**src/rtl/fifo_prog.sv**
```systemverilog
`default_nettype none
// ============================================================================
// fifo_prog : synchronous FIFO with programmable almost flags, sticky
//             overflow/underflow and optional first-word-fallthrough read.
// Revision  : 1.0
// ============================================================================
module fifo_prog #(
  parameter int WIDTH                  = 8,
  parameter int DEPTH                  = 8,
  parameter int FIRST_WORD_FALLTHROUGH = 0,
  parameter int AFULL_THRESH           = DEPTH - 1,
  parameter int AEMPTY_THRESH          = 1
) (
  input  logic                   clk,
  input  logic                   rst_n,
  input  logic                   flush,
  input  logic                   wr_en,
  input  logic [WIDTH-1:0]       din,
  output logic                   full,
  output logic                   almost_full,
  input  logic                   rd_en,
  output logic [WIDTH-1:0]       dout,
  output logic                   empty,
  output logic                   almost_empty,
  output logic [$clog2(DEPTH):0] count,
  output logic                   overflow,
  output logic                   underflow,
  input  logic                   err_clr
);

  localparam int AW = $clog2(DEPTH);
  localparam int CW = AW + 1;

  if (WIDTH < 1) begin : g_bad_width
    $error("fifo_prog: WIDTH must be at least 1");
  end
  if (DEPTH < 2 || (DEPTH & (DEPTH - 1)) != 0) begin : g_bad_depth
    $error("fifo_prog: DEPTH must be a power of two and at least 2");
  end
  if (FIRST_WORD_FALLTHROUGH != 0 && FIRST_WORD_FALLTHROUGH != 1) begin : g_bad_fwft
    $error("fifo_prog: FIRST_WORD_FALLTHROUGH must be 0 or 1");
  end
  if (AFULL_THRESH < 1 || AFULL_THRESH > DEPTH) begin : g_bad_afull
    $error("fifo_prog: AFULL_THRESH must be in 1..DEPTH");
  end
  if (AEMPTY_THRESH < 0 || AEMPTY_THRESH > DEPTH - 1) begin : g_bad_aempty
    $error("fifo_prog: AEMPTY_THRESH must be in 0..DEPTH-1");
  end

  logic [WIDTH-1:0] mem [DEPTH];
  logic [AW-1:0]    wr_ptr;
  logic [AW-1:0]    rd_ptr;
  logic [CW-1:0]    cnt;
  logic [CW-1:0]    cnt_nxt;
  logic             full_q;
  logic             empty_q;
  logic             afull_q;
  logic             aempty_q;
  logic             ovf_q;
  logic             udf_q;
  logic             wr_acc;
  logic             rd_acc;

  // Accept decisions look only at the registered flags, so a write into a
  // full FIFO is dropped even if a read frees a slot in the same cycle.
  assign wr_acc = wr_en & ~full_q;
  assign rd_acc = rd_en & ~empty_q;

  always_comb begin
    cnt_nxt = cnt;
    if (flush) begin
      cnt_nxt = '0;
    end else if (wr_acc && !rd_acc) begin
      cnt_nxt = cnt + CW'(1);
    end else if (rd_acc && !wr_acc) begin
      cnt_nxt = cnt - CW'(1);
    end
  end

  always_ff @(posedge clk) begin
    if (!rst_n) begin
      wr_ptr   <= '0;
      rd_ptr   <= '0;
      cnt      <= '0;
      full_q   <= 1'b0;
      empty_q  <= 1'b1;
      afull_q  <= 1'b0;
      aempty_q <= 1'b1;
    end else begin
      if (flush) begin
        wr_ptr <= '0;
        rd_ptr <= '0;
      end else begin
        if (wr_acc) wr_ptr <= wr_ptr + AW'(1);
        if (rd_acc) rd_ptr <= rd_ptr + AW'(1);
      end
      cnt      <= cnt_nxt;
      full_q   <= (cnt_nxt == CW'(DEPTH));
      empty_q  <= (cnt_nxt == '0);
      afull_q  <= (cnt_nxt >= CW'(AFULL_THRESH));
      aempty_q <= (cnt_nxt <= CW'(AEMPTY_THRESH));
    end
  end

  // A fresh error in the same cycle as err_clr leaves the flag set.
  always_ff @(posedge clk) begin
    if (!rst_n) begin
      ovf_q <= 1'b0;
      udf_q <= 1'b0;
    end else begin
      ovf_q <= (!flush && wr_en && full_q)  || (ovf_q && !err_clr);
      udf_q <= (!flush && rd_en && empty_q) || (udf_q && !err_clr);
    end
  end

  always_ff @(posedge clk) begin
    if (rst_n && !flush && wr_acc) begin
      mem[wr_ptr] <= din;
    end
  end

  if (FIRST_WORD_FALLTHROUGH != 0) begin : g_fwft
    // Head word is visible straight from storage; forced to zero when empty.
    assign dout = empty_q ? '0 : mem[rd_ptr];
  end else begin : g_std
    logic [WIDTH-1:0] dout_q;
    always_ff @(posedge clk) begin
      if (!rst_n) begin
        dout_q <= '0;
      end else if (!flush && rd_acc) begin
        dout_q <= mem[rd_ptr];
      end
    end
    assign dout = dout_q;
  end

  assign full         = full_q;
  assign empty        = empty_q;
  assign almost_full  = afull_q;
  assign almost_empty = aempty_q;
  assign count        = cnt;
  assign overflow     = ovf_q;
  assign underflow    = udf_q;

endmodule
`default_nettype wire

```
**config.mk**
```make
export PLATFORM = sky130hd
export DESIGN_NAME = fifo_prog
export DESIGN_NICKNAME = d
export VERILOG_FILES = /design/src/rtl/fifo_prog.sv
export SDC_FILE = /design/constraint.sdc
export NUM_CORES = 1
export LEC_CHECK = 0
export CORE_ASPECT_RATIO = 0.9
export CORE_MARGIN = 3
export CORE_UTILIZATION = 25
export CTS_CLUSTER_SIZE = 40
export DETAILED_ROUTE_END_ITERATION = 6
export DONT_BUFFER_PORTS = 1
export GPL_TIMING_DRIVEN = 0
export PLACE_DENSITY = 0.51
export SLEW_MARGIN = 20
export SYNTH_ARGS = -nofsm -noshare
export SYNTH_HDL_FRONTEND = slang
export SYNTH_SLANG_ARGS = --single-unit
```
**constraint.sdc**
```tcl
create_clock -name clk -period 2.2 [get_ports clk]
set_input_delay 0.44 -clock clk [delete_from_list [all_inputs] [get_ports clk]]
set_output_delay 0.44 -clock clk [all_outputs]
set_load 0.03 [all_outputs]
```
Word level (Yosys, flattened, before mapping)
Memory sizes are Yosys's and may differ from the RTL's. A register that Yosys moved wholly into a read port is not among the register bits.
Cells that the tools add are included.

operators by class
  $add $sub $neg = 4
  eq/ne operators = 1
  muxes and demuxes = 5
  bitwise operators = 5
  reduce and logical (&&, ||, !) cells = 20
  order comparisons = 2

operators with widths
  operator                                                               number
  4-bit 2-to-1 mux                                                       3
  1-bit logical AND                                                      11
  3-bit by 1-bit adder with 3-bit output, second input constant          2
  1-bit zero test                                                        5
  4-bit by 1-bit adder with 4-bit output, second input constant          1
  4-bit equality test, second input constant                             1
  4-bit by 3-bit >= comparator with 1-bit output, second input constant  1
  4-bit by 1-bit <= comparator with 1-bit output, second input constant  1
  4-bit zero test                                                        1
  4-bit by 1-bit subtractor with 4-bit output, second input constant     1
  1-bit inverter                                                         3
  1-bit AND                                                              2
  1-bit logical OR                                                       2
  1-bit 2-to-1 mux                                                       2
  2-bit OR reduction                                                     1

storage, ports and cells
  RAM bits = 64
  output and inout port bits = 18
  word-level logic and storage cells = 47
  memories = 1
  register bits after elaboration = 16
  input bits = 14

memories
  name  words  width  rd ports  clocked after memory_dff  wr ports  RTL line  text
  mem   8      8      1         1                         1         50        logic [WIDTH-1:0] mem [DEPTH];

Logic depth before layout (Yosys ltp)
  depth after elaboration = 8
  gate-level depth with buffers = 7
  depth with buffers taken out = 7

Worst setup path after synthesis
OpenSTA, ideal clock, no wires.

  path type = input port to flip-flop
  from = input port flush
  to = memory mem[0][0], enable pin
  arrival time = 1.772 ns
  path buffers = 1
  cell stages on the path = 4
  setup slack = 0.045 ns
  required time = 1.817 ns
  library setup time = 0.383 ns
  cell sequence = nand2b_1 clkbuf_1 or3_1 nor3_1

on the way
  longest elaborated chain between the ends = 5

RTL lines
  element                                 RTL line  text
  start, declared                         16        input logic flush,
  1-bit zero test                         117       if (rst_n && !flush && wr_acc) begin
  1-bit logical AND (2 in a row)          117
  1-bit 2-to-1 mux                        117
  1-bit 2-to-1 mux (implied by the code)  118       mem[wr_ptr] <= din;
  end, declared                           50

No other way between the ends.

Worst setup path after layout
  from = register full_q, in the netlist full
  to = memory mem[6][6], enable pin

on the way
  longest elaborated chain between the ends = 5

RTL lines
  element                                 RTL line  text
  start, declared                         55        logic full_q;
  start signal, assigned                  98        full_q <= (cnt_nxt == CW'(DEPTH));
  1-bit inverter                          66        assign wr_acc = wr_en & ~full_q;
  1-bit AND                               66
  1-bit logical AND                       117
  1-bit 2-to-1 mux                        117
  1-bit 2-to-1 mux (implied by the code)  118

No other way between the ends.

==> impl_metrics.toml <==
[sta]
tightest_slew_ns = 0.907
layout_setup_ws_ns = -0.105
hold_viol_final = 0
finalCritPeriodShare = 1.05
period_needed_ns = 2.30
skew_ns = 0.00522
whs_ns = 0.199
fmax_mhz = 434
setup_viol = 16
slew_headroom = 0.393
tns_ns = -1.42
rsz0062_at_grt = "true"
drv_slew = 0

[yosys]
netlist_area_um2 = 3520
syn-instance-count = 222
synth_top_cell_by_area = "edfxtp_1"
synth_top_area_frac = 0.545
synth_most_common_cell = "edfxtp_1"
syn_nets = 240
seq_area_frac_synth = 0.682
synth.avg_cell_area_um2 = 15.9
synthArstFlopShare = 0
synth_common_cells = "edfxtp_1 (64), dfxtp_1 (24), mux4_2 (16)"
ys_top_cells_by_area = "edfxtp_1 (55%), dfxtp_1 (14%), mux4_2 (10%)"
synth-seq-cells = 88
ys.flop_type = "edfxtp_1"
synth_warnings = 0
synth_edf_count = 64
yosysUniqueCellTypes = 37

[routing]
route.detailed.drc = 0
wirelength_um = 7030
viasPerCell = 4.25
firstDrtPassIters = 4
drt-initial-drc-count = 115
vias = 1823
antenna_left = 0
routedWlPerCell_um = 16.4

[job]
drv_cap = 0

[placement]
dp_cells = 413
gp_congestion = 0.682
dp_hpwl_um = 4710
io_buffers = 0
placed_area_um2 = 3780

[clocking]
cts_htree_levels = 3
cts_buffer_depth = 2
clkSlewWorstSetupHoldPaths_ns = 0.06
clock-root-buffer = "clkbuf_16"
cts.sinks = 88
clk_latency_ns = 0.33
cts_tree = "done"
cts-buffers-inserted = 9

[worst_setup_path]
cp-end-kind = "flip-flop"
rrSetupSlack_ns = -0.10
startpoint = "full"
ff2ff_path_depth = 4
worst_ep_arrival_time_ns = 2.26
crit_path_start_kind = "flip-flop"
critPathMaxFanout = 8
crit_type = "reg2reg"
crit_required_ns = 2.16
worstReg2RegEnd = "mem[6][6]"
reg2reg_from = "full"
endpoint = "mem[6][6]"

[finish]
fin_area_um2 = 4060
drive_above_1_share = 0.217
finalNetCount = 253
syn_to_final_growth_pct = 15.2
antenna_cells = 0
fin_cells = 429

[floorplanning]
fp.dieH_um = 119
rows = 40
start_util = 0.260
core_area_um2 = 13600
die_x_um = 131
pin_count = 32
die_area_um2 = 15600

[run_status]
status = "complete, but fails checks"
violations = "negative setup slack"

[global_route]
grt_pass1_wl_um = 10700
antenna_found_initial = 0
grt.overflow.total = 0
grt_pass1_vias = 1762
grt_use_total = 0.0926
grt_max_degree = 15

[hold_path]
hold_path.startpoint = "din[1]"
min-delay-path-class = "in2reg"

[power]
power_mw = 3.32
p_leak_nw = 1.26
max-vdd-ir-drop_v = 0.000362
cellPowerDensity_nw_per_um2 = 818
-- placed cells by master, fill, tap and decap left out, types with 8 or more instances in the layout --
master     synthesis  final
a21oi_1           10     10
clkbuf_16          0      9
dfxtp_1           24     24
edfxtp_1          64     64
mux2i_1            8      8
mux4_2            16     16
nand2_1           10     10
nor2_1            13     10
o21ai_0            9      9
-- power breakdown --
part	internal [mW]	leakage [nW]	switching, mW
Sequential	1.80	0.771	0.0428
Combinational	0.0527	0.362	0.0656
Clock	0.763	0.127	0.597
Total	2.61	1.26	0.705
-- metrics by stage --
step / utilization / setup WS, ns
2_1_floorplan: - / 0.0448
6_report: 0.299 / -0.105
4_1_cts: 0.299 / -0.141
3_5_place_dp: 0.279 / -0.251
3_3_place_gp: 0.277 / -0.703
5_1_grt: 0.299 / -0.214
-- worst max-delay path: stages, from the launching register on --
cell and delay (ns):
dfxtp_1 0.42, nand2b_1 0.21, buf_6 0.14, or3_1 0.43
nor2_1 0.72
-- timing repair --
| item | in CTS | in global routing |
|---|---|---|
| setup buffers | 0 | 0 |
| hold endpoints to repair | 0 | 0 |
| gates cloned | 0 | 0 |
| hold buffers | 0 | 0 |
| gates resized for setup | 1 | 2 |
| setup endpoints to repair | 24 | 24 |
-- cell type report --
type                            instances  area, µm²
Buffer                                 12       76.3
Clock buffer                           11        233
Clock inverter                          5       33.8
Fill cell                            1352       9500
Inverter                                6       22.5
Multi-Input combinational cell        116       1040
Sequential cell                        88       2400
Tap cell                              189        236
Timing Repair Buffer                    2       15.0
-- sequential cells by signal (all words and copies together) (netlist names) --
signal and flops:
almost_empty 1, almost_full 1, count 4, dout 8, empty 1, full 1, mem 64, overflow 1
rd_ptr 3, underflow 1, wr_ptr 3
-- routing by layer --
layer / track usage / wire length, µm / vias up
met4: 0.0256 / 71 / 0
met5: 0 / 0 / -
li1: - / - / 876
met1: 0.131 / 3430 / 881
met3: 0.0430 / 622 / 8
met2: 0.127 / 2900 / 58
-- worst min path at each step --
| stage | end | cells after the start |
|---|---|---|
| 2_1_floorplan | wr_ptr[1] | 2 |
| 3_3_place_gp | wr_ptr[1] | 2 |
| 3_5_place_dp | mem[3][6] | 0 |
| 4_1_cts | mem[1][7] | 0 |
| 5_1_grt | mem[3][2] | 0 |
| 6_report | mem[6][1] | 0 |
-- cell families (layout without fill, tap and decap cells) --
group / count (synthesis) / count (layout) / synth area share
AOI/OAI and AO/OA: 31 / 31 / 0.0550
xor gates and xnor gates: 6 / 6 / 0.0149
adders and majority gates: 4 / 4 / 0.0142
buffers and inverters: 18 / 36 / 0.0281
DFF: 88 / 88 / 0.682
muxes: 24 / 24 / 0.125
and+or+nand+nor: 51 / 51 / 0.0810
No activity file was read; power rests on OpenSTA's default activity.
